File: src/rtl/id_stage_reg.sv
// ID/EX pipeline register: captures decoded control and operand fields for one cycle,
// with flush (highest priority), freeze (hold) and bubble/illegal-decode squashing.
module id_stage_reg #(
    parameter int DATA_W = 32
) (
    input  logic              clk,
    input  logic              rst,
    input  logic              flush,
    input  logic              freeze,
    input  logic              valid_in,
    input  logic [3:0]        exec_cmd_in,
    input  logic              mem_r_en_in,
    input  logic              mem_w_en_in,
    input  logic              wb_en_in,
    input  logic              status_w_en_in,
    input  logic              branch_taken_in,
    input  logic              imm_in,
    input  logic [DATA_W-1:0] pc_in,
    input  logic [DATA_W-1:0] val_rn_in,
    input  logic [DATA_W-1:0] val_rm_in,
    input  logic [11:0]       shift_operand_in,
    input  logic [23:0]       signed_imm_24_in,
    input  logic [3:0]        dest_in,
    input  logic [3:0]        src1_in,
    input  logic [3:0]        src2_in,
    input  logic [3:0]        status_in,
    output logic              valid_out,
    output logic [3:0]        exec_cmd_out,
    output logic              mem_r_en_out,
    output logic              mem_w_en_out,
    output logic              wb_en_out,
    output logic              status_w_en_out,
    output logic              branch_taken_out,
    output logic              imm_out,
    output logic [DATA_W-1:0] pc_out,
    output logic [DATA_W-1:0] val_rn_out,
    output logic [DATA_W-1:0] val_rm_out,
    output logic [11:0]       shift_operand_out,
    output logic [23:0]       signed_imm_24_out,
    output logic [3:0]        dest_out,
    output logic [3:0]        src1_out,
    output logic [3:0]        src2_out,
    output logic [3:0]        status_out
);

    typedef struct packed {
        logic              valid;
        logic [3:0]        exec_cmd;
        logic              mem_r_en;
        logic              mem_w_en;
        logic              wb_en;
        logic              status_w_en;
        logic              branch_taken;
        logic              imm;
        logic [DATA_W-1:0] pc;
        logic [DATA_W-1:0] val_rn;
        logic [DATA_W-1:0] val_rm;
        logic [11:0]       shift_operand;
        logic [23:0]       signed_imm_24;
        logic [3:0]        dest;
        logic [3:0]        src1;
        logic [3:0]        src2;
        logic [3:0]        status;
    } stage_t;

    stage_t stage_d;
    stage_t stage_q;
    stage_t captured;

    // Bubbles never carry side effects, and a decode asking to both read and write
    // memory is squashed so it cannot touch memory or the register file.
    always_comb begin
        captured = '{
            valid:         valid_in,
            exec_cmd:      exec_cmd_in,
            mem_r_en:      mem_r_en_in,
            mem_w_en:      mem_w_en_in,
            wb_en:         wb_en_in,
            status_w_en:   status_w_en_in,
            branch_taken:  branch_taken_in,
            imm:           imm_in,
            pc:            pc_in,
            val_rn:        val_rn_in,
            val_rm:        val_rm_in,
            shift_operand: shift_operand_in,
            signed_imm_24: signed_imm_24_in,
            dest:          dest_in,
            src1:          src1_in,
            src2:          src2_in,
            status:        status_in
        };
        if (!valid_in) begin
            captured.mem_r_en     = 1'b0;
            captured.mem_w_en     = 1'b0;
            captured.wb_en        = 1'b0;
            captured.status_w_en  = 1'b0;
            captured.branch_taken = 1'b0;
        end else if (mem_r_en_in && mem_w_en_in) begin
            captured.mem_r_en = 1'b0;
            captured.mem_w_en = 1'b0;
            captured.wb_en    = 1'b0;
        end

        stage_d = stage_q;
        if (flush) begin
            stage_d = '0;
        end else if (!freeze) begin
            stage_d = captured;
        end
    end

    always_ff @(posedge clk or posedge rst) begin
        if (rst) begin
            stage_q <= '0;
        end else begin
            stage_q <= stage_d;
        end
    end

    assign valid_out         = stage_q.valid;
    assign exec_cmd_out      = stage_q.exec_cmd;
    assign mem_r_en_out      = stage_q.mem_r_en;
    assign mem_w_en_out      = stage_q.mem_w_en;
    assign wb_en_out         = stage_q.wb_en;
    assign status_w_en_out   = stage_q.status_w_en;
    assign branch_taken_out  = stage_q.branch_taken;
    assign imm_out           = stage_q.imm;
    assign pc_out            = stage_q.pc;
    assign val_rn_out        = stage_q.val_rn;
    assign val_rm_out        = stage_q.val_rm;
    assign shift_operand_out = stage_q.shift_operand;
    assign signed_imm_24_out = stage_q.signed_imm_24;
    assign dest_out          = stage_q.dest;
    assign src1_out          = stage_q.src1;
    assign src2_out          = stage_q.src2;
    assign status_out        = stage_q.status;

endmodule
File: config.mk
export PLATFORM = sky130hd
export DESIGN_NAME = id_stage_reg
export DESIGN_NICKNAME = d
export VERILOG_FILES = /design/src/rtl/id_stage_reg.sv
export SDC_FILE = /design/constraint.sdc
export NUM_CORES = 1
export LEC_CHECK = 0
export BUFFER_PORTS_ARGS = -buffer_cell sky130_fd_sc_hd__buf_2
export CORE_ASPECT_RATIO = 1.75
export CORE_MARGIN = 10
export CORE_UTILIZATION = 40
export CTS_BUF_LIST = sky130_fd_sc_hd__clkbuf_8
export DETAILED_ROUTE_END_ITERATION = 8
export PLACE_DENSITY_LB_ADDON = 0.12
export REMOVE_ABC_BUFFERS = 1
export SETUP_SLACK_MARGIN = 0.4
export SLEW_MARGIN = 20
export SYNTH_ARGS = -nofsm -noshare
export SYNTH_HDL_FRONTEND = slang
export SYNTH_SLANG_ARGS = --single-unit
File: constraint.sdc
create_clock -name clk -period 6.2 [get_ports clk]
set_clock_uncertainty 0.05 [all_clocks]
set_input_delay 1.55 -clock clk [delete_from_list [all_inputs] [get_ports clk]]
set_output_delay 1.55 -clock clk [all_outputs]
set_load 0.01 [all_outputs]
==> metrics, run 1 <==
I/O pin cnt=322; Worst VDD drop=0.146 mV; overflow left after global routing=0; global router's overall resource usage=17.5%; routability congestion estimate=0.781; portion of the clock cycle consumed by the worst path in the final layout=47.8%; Core ar.=0.0159 mm²; number of remaining DRC errors=0; worst skew pair latency=420 ps; cell area after technology mapping=0.00648 mm²; die span in x=116 µm; Power, Total=2.18 mW; total of endpoints with negative setup slack in the final report=0; post-cts hold buffer count=0; cell count after synthesis=520; post-detail-place hpwl=14.9 mm; endpoints failing hold=0; routed wire length=19.5 mm; share of the synthesized area in the top cell type=61.4%; Min Clock Period, post-route=2960 ps; Max-Cap Viols=0; fraction of final layout cells with drive strength greater than 1=42.4%; number of iterations in the first detailed-routing pass=4; worst rel slew slack=28.2%; Crit Path Class=input pin to flop; number of pins exceeding their max-slew limit in the final report=0; element type at the critical path end=flop; largest fanout on the critical path=93; count of flip-flops with a built-in enable after synthesis=0; number of placement rows=61; unrepaired setup endpoints after global routing=no; Routed wire per std cell=18.9 µm; number of port buffers=321; final cell utilization of the core=53.5%; full die area=0.0219 mm²; max frequency=338 MHz; hold path depth=2; maximum buffer depth of the clock tree=2; Post-CTS Setup Bufs=0; startpoint of the worst-slack reg-to-reg timing path=wb_en_out; vias per inst=4.81; Worst Hold End=src2_out[3]; sequential cell area fraction in the yosys report=61.4%; share of async-settable or async-resettable flops after synthesis=100%; transition at the pin with the smallest max-transition slack=1080 ps; vias in the first global route=5,286; power density over the cells=256 mW/mm²; run status=complete, no violations; number of distinct standard cells referenced by the synthesized netlist=14; clk sink count=159; Starting Density=40.8%; via count=4,961; library cell used as clock root buffer=clkbuf_8; tightest hold margin=470 ps; number of nets at the end of the flow=991; area growth from synthesis to layout=31.2%; most frequent cells after synthesis=dfrtp_1, mux2i_1, nor2_1; CTS resizes=0; number of cells traversed by the worst register-to-register path=1; Syn. warnings=0; endpoint of the lowest-slack register-to-register path=wb_en_out; Hold WC Path Type=flop to flop; number of buffers added by the clock tree synthesis step=17; leakage component of the power=5.00 nW; dominant cells by area after synthesis=dfrtp_1, mux2i_1, nor2_1, buf_6, buf_2; leading register cell type out of synthesis=dfrtp_1; vertical die dimension=188 µm; violation count after the first detailed-routing iteration=251; CP Launch Type=input pin; #FFs+latches synth=159; Detail Route Antenna Nets=0; cell type with the highest aggregate area in the netlist=dfrtp_1; Worst Min Path Start=src2_out[3]; Total Negative Setup Slacks=0 ps; maximum number of pins on one net before global-route repair=105; cell with the most instances after synthesis=dfrtp_1; reg2reg setup slack=5370 ps; Clock transition at path regs=80 ps; first-pass GRT wire length=29.6 mm; Mean Syn Cell Area=12.5 µm²; Arr. time, crit path=3180 ps; H-tree level count=4; critical path data required time=6420 ps; initial antenna violation count=3; TritonCTS clock tree=built
[report_power, final]
| group | switching, mW | total [mW] | internal (mW) | leakage, nW |
|---|---|---|---|---|
| clock | 0.396 | 0.743 | 0.346 | 0.193 |
| combinational | 0.173 | 0.311 | 0.138 | 2.70 |
| sequential | 0.0316 | 1.12 | 1.09 | 2.11 |
[how the worst max path moves through the flow]
stage,startpoint,end
5_1_grt,flush,val_rm_out[17]
2_1_floorplan,rst,branch_taken_out
3_5_place_dp,flush,shift_operand_out[10]
3_3_place_gp,flush,val_rn_out[11]
6_report,freeze,shift_operand_out[0]
4_1_cts,flush,shift_operand_out[10]
[placed cells by master, fill, tap and decap left out]
cell type   Yosys  routed
a21oi_1         4       4
a32o_1          1       1
buf_12          0       1
buf_2          15     319
buf_4           3       4
bufinv_16       0       1
clkbuf_8        0      20
clkinv_4        0       4
clkinvlp_4      0       3
dfrtp_1       159     159
diode_2         0       2
inv_1           2       2
inv_6           0       4
inv_8           0       1
mux2i_1       154     154
nand2_1         5       5
nand3b_1        2       2
nand4bb_1       2       2
nor2_1        154     154
nor4bb_1        1       1
[cell type report]
type | instances | area (µm²)
Antenna cell | 2 | 5.00
Clock buffer | 19 | 262
Clock inverter | 13 | 129
Fill cell | 1466 | 7380
Inverter | 2 | 12.5
Multi-Input combinational cell | 323 | 2220
Sequential cell | 159 | 3980
Tap cell | 189 | 236
Timing Repair Buffer | 325 | 1660
[kinds of logic after synthesis]
kind of cell	count (synthesis)	share of synthesized area (%)
flops	159	61.4
mux	154	23.8
simple gates	164	9.94
buf+inv	38	4.40
compound gates	5	0.463
[worst max-delay path, stage by stage]
cell      delay [ps]
clkbuf_8         550
buf_12           520
mux2i_1          280
nor2_1            60
[flip-flops by register name, summed over array words and instances, names as in the netlist]
signal,cells
branch_taken_out,1
dest_out,4
exec_cmd_out,4
imm_out,1
mem_r_en_out,1
mem_w_en_out,1
pc_out,32
shift_operand_out,12
signed_imm_24_out,24
src1_out,4
src2_out,4
status_out,4
status_w_en_out,1
val_rm_out,32
val_rn_out,32
valid_out,1
wb_en_out,1
[stage by stage]
step	worst slack [ps]	std cells	area [µm²]
after floorplan	308	484	6200
after global placement	2870	998	8100
after detailed placement	2800	998	8100
after CTS	3290	1030	8490
after global routing	3110	1032	8500
final	3240	1032	8500
[layer usage]
layer | up-vias | GRT usage (%) | share of wire (%)
met4 | 2 | 6.77 | 2.4
met3 | 26 | 5.85 | 8.3
met2 | 193 | 31.0 | 53
met1 | 2394 | 18.4 | 36
met5 | - | 0 | 0.067
li1 | 2346 | - | -
Power figures use the tool's default switching activity.
==> run 2, diff against run 1 <==
clock period = 3 ns   (was 6.2 ns; I/O delays follow)
==> run 2 against run 1 <==
  * Utilization up 0.61 points
  * Critical endpoint is now pc_out[14]
  * Largest cell class unchanged
  * First-iteration DRC count down 35%
  * Clock power up 97%
  * Wire length up 3.1%
  * Sequential share of layout area down 0.53 points
  * Global-route usage up 0.78 points
==> metrics, run 2 (synthesized netlist as in run 1, its figures left out) <==
fraction of final layout cells with drive strength greater than 1=43.0% (+0.54 points); Min Clock Period, post-route=1830 ps; Total Negative Setup Slacks=0 ps (unchanged); largest delay contributor family on the critical path=flip-flops; critical path data required time=2200 ps (-4220 ps); maximum buffer depth of the clock tree=2 (unchanged); full die area=0.0219 mm² (unchanged); first-pass GRT wire length=31.0 mm (+4.6%); Sequential cell area=0.00398 mm² (unchanged); number of remaining DRC errors=0 (unchanged); vias per inst=4.81 (about the same); clk sink count=159 (unchanged); number of port buffers=321 (unchanged); power density over the cells=518 mW/mm² (+100%); max frequency=547 MHz; number of nets at the end of the flow=999 (+0.81%); Arr. time, crit path=1030 ps (-2150 ps); die span in x=116 µm (unchanged); highest-count cells in the layout ignoring fill and taps=buf_2, dfrtp_1, mux2i_1, nor2_1, clkbuf_8; number of pins exceeding their max-slew limit in the final report=0 (unchanged); Clock transition at path regs=80 ps (about the same); largest fanout on the critical path=2 (-98%); worst rel slew slack=65.0% (+37 points); Worst VDD drop=0.271 mV (+85%); Routed wire per std cell=19.4 µm (+2.3%); vertical die dimension=188 µm (unchanged); area growth from synthesis to layout=32.7%; CP max-delay cell=dfrtp_1; maximum number of pins on one net before global-route repair=61 (-42%); endpoints failing hold=0 (unchanged); post-detailed-placement cell area=0.00823 mm² (+1.5%); element type at the critical path end=primary output; highest cell delay on the worst timing path=430 ps (-120 ps); Post-Place Setup Slack=961 ps (-1840 ps); via count=4,998 (+0.75%); H-tree level count=4 (unchanged); total placed cells including tap cells=1,006 (+0.80%); CP cell instances=buf_2; Post-CTS Setup Bufs=0 (unchanged); number of cells traversed by the worst register-to-register path=1 (unchanged); leakage component of the power=5.05 nW (+0.93%); worst skew pair latency=430 ps (about the same); Detail Route Antenna Nets=0 (unchanged); portion of the clock cycle consumed by the worst path in the final layout=60.9%; global router's overall resource usage=18.3% (+0.78 points); CTS resizes=0 (unchanged); overflow left after global routing=0 (unchanged); number of iterations in the first detailed-routing pass=4 (unchanged); Hold WC Path Type=input pin to asynchronous set/reset pin; post-route insts no fill=1,040 (+0.78%); post-route cell area=0.00860 mm² (+1.1%); routed wire length=20.1 mm (+3.1%); Max-Cap Viols=0 (unchanged); Starting Density=40.8% (unchanged); number of buffer and inverter stages on the critical path=1 (-1); I/O pin cnt=322 (unchanged); reg2reg setup slack=2180 ps (-3190 ps); startpoint of the worst-slack reg-to-reg timing path=wb_en_out; TritonCTS clock tree=built; library cell used as clock root buffer=clkbuf_8; CP Launch Type=flop; vias in the first global route=5,589 (+5.7%); number of placement rows=61 (unchanged); violation count after the first detailed-routing iteration=164 (-35%); number of buffers added by the clock tree synthesis step=17 (unchanged); post-detail-place hpwl=15.8 mm (+6.0%); unrepaired setup endpoints after global routing=no; most frequent standard cell in the layout excluding fill and tap cells=buf_2; transition at the pin with the smallest max-transition slack=525 ps (-552 ps); CP startpoint=pc_out[14]; post-cts hold buffer count=0 (unchanged); total of endpoints with negative setup slack in the final report=0 (unchanged); Fill cells=1,465 (-0.068%); run status=complete, no violations; combined area of the multi-input logic cells=0.00222 mm² (unchanged); initial antenna violation count=2 (-1); Crit Path Class=flop to primary output; Core ar.=0.0159 mm² (unchanged); Worst Setup Slack, final=1170 ps (-2070 ps); routability congestion estimate=0.815 (+4.4%); endpoint of the lowest-slack register-to-register path=wb_en_out
-- run 2: metrics by stage --
stage | power [mW] | hold WS, ps | util [%]
floorplan | 2.63 | 501 | -
global placement | 3.03 | 449 | 51.8
detailed placement | 3.05 | 458 | 51.8
CTS | 4.52 | 310 | 54.1
global route | 4.68 | 318 | 54.2
finish | 4.45 | 308 | 54.2
-- run 2: area by class of cell --
type                       instances  area share [%]
clock buffer                      19            3.04
multi-input combinational        323            25.8
timing repair buffer             333            20.7
tap                              189            2.75
inverter                           2           0.146
antenna                            2          0.0582
sequential                       159            46.3
clock inverter                    13            1.21
-- run 2: power breakdown --
part           total (mW)  internal, mW  switching (mW)
Clock                1.46         0.631           0.833
Sequential           2.33          2.26          0.0675
Combinational       0.663         0.299           0.364
Total                4.45          3.19            1.27
-- run 2: worst max path at each step --
stage	cells after the start	slack [ps]	end
finish	1	1170	pc_out[14]
global route	1	1130	pc_out[14]
CTS	1	1140	pc_out[14]
detailed placement	4	960	dest_out[1]
global placement	4	990	shift_operand_out[2]
floorplan	1	-2090	branch_taken_out
-- run 2: routing by layer --
layer	vias to the layer above	global-route usage [%]	part of all wire, %
met3	33	6.65	8.2
li1	2355	-	-
met4	0	8.46	3.4
met5	-	0	0
met2	208	31.6	53
met1	2402	19.1	35
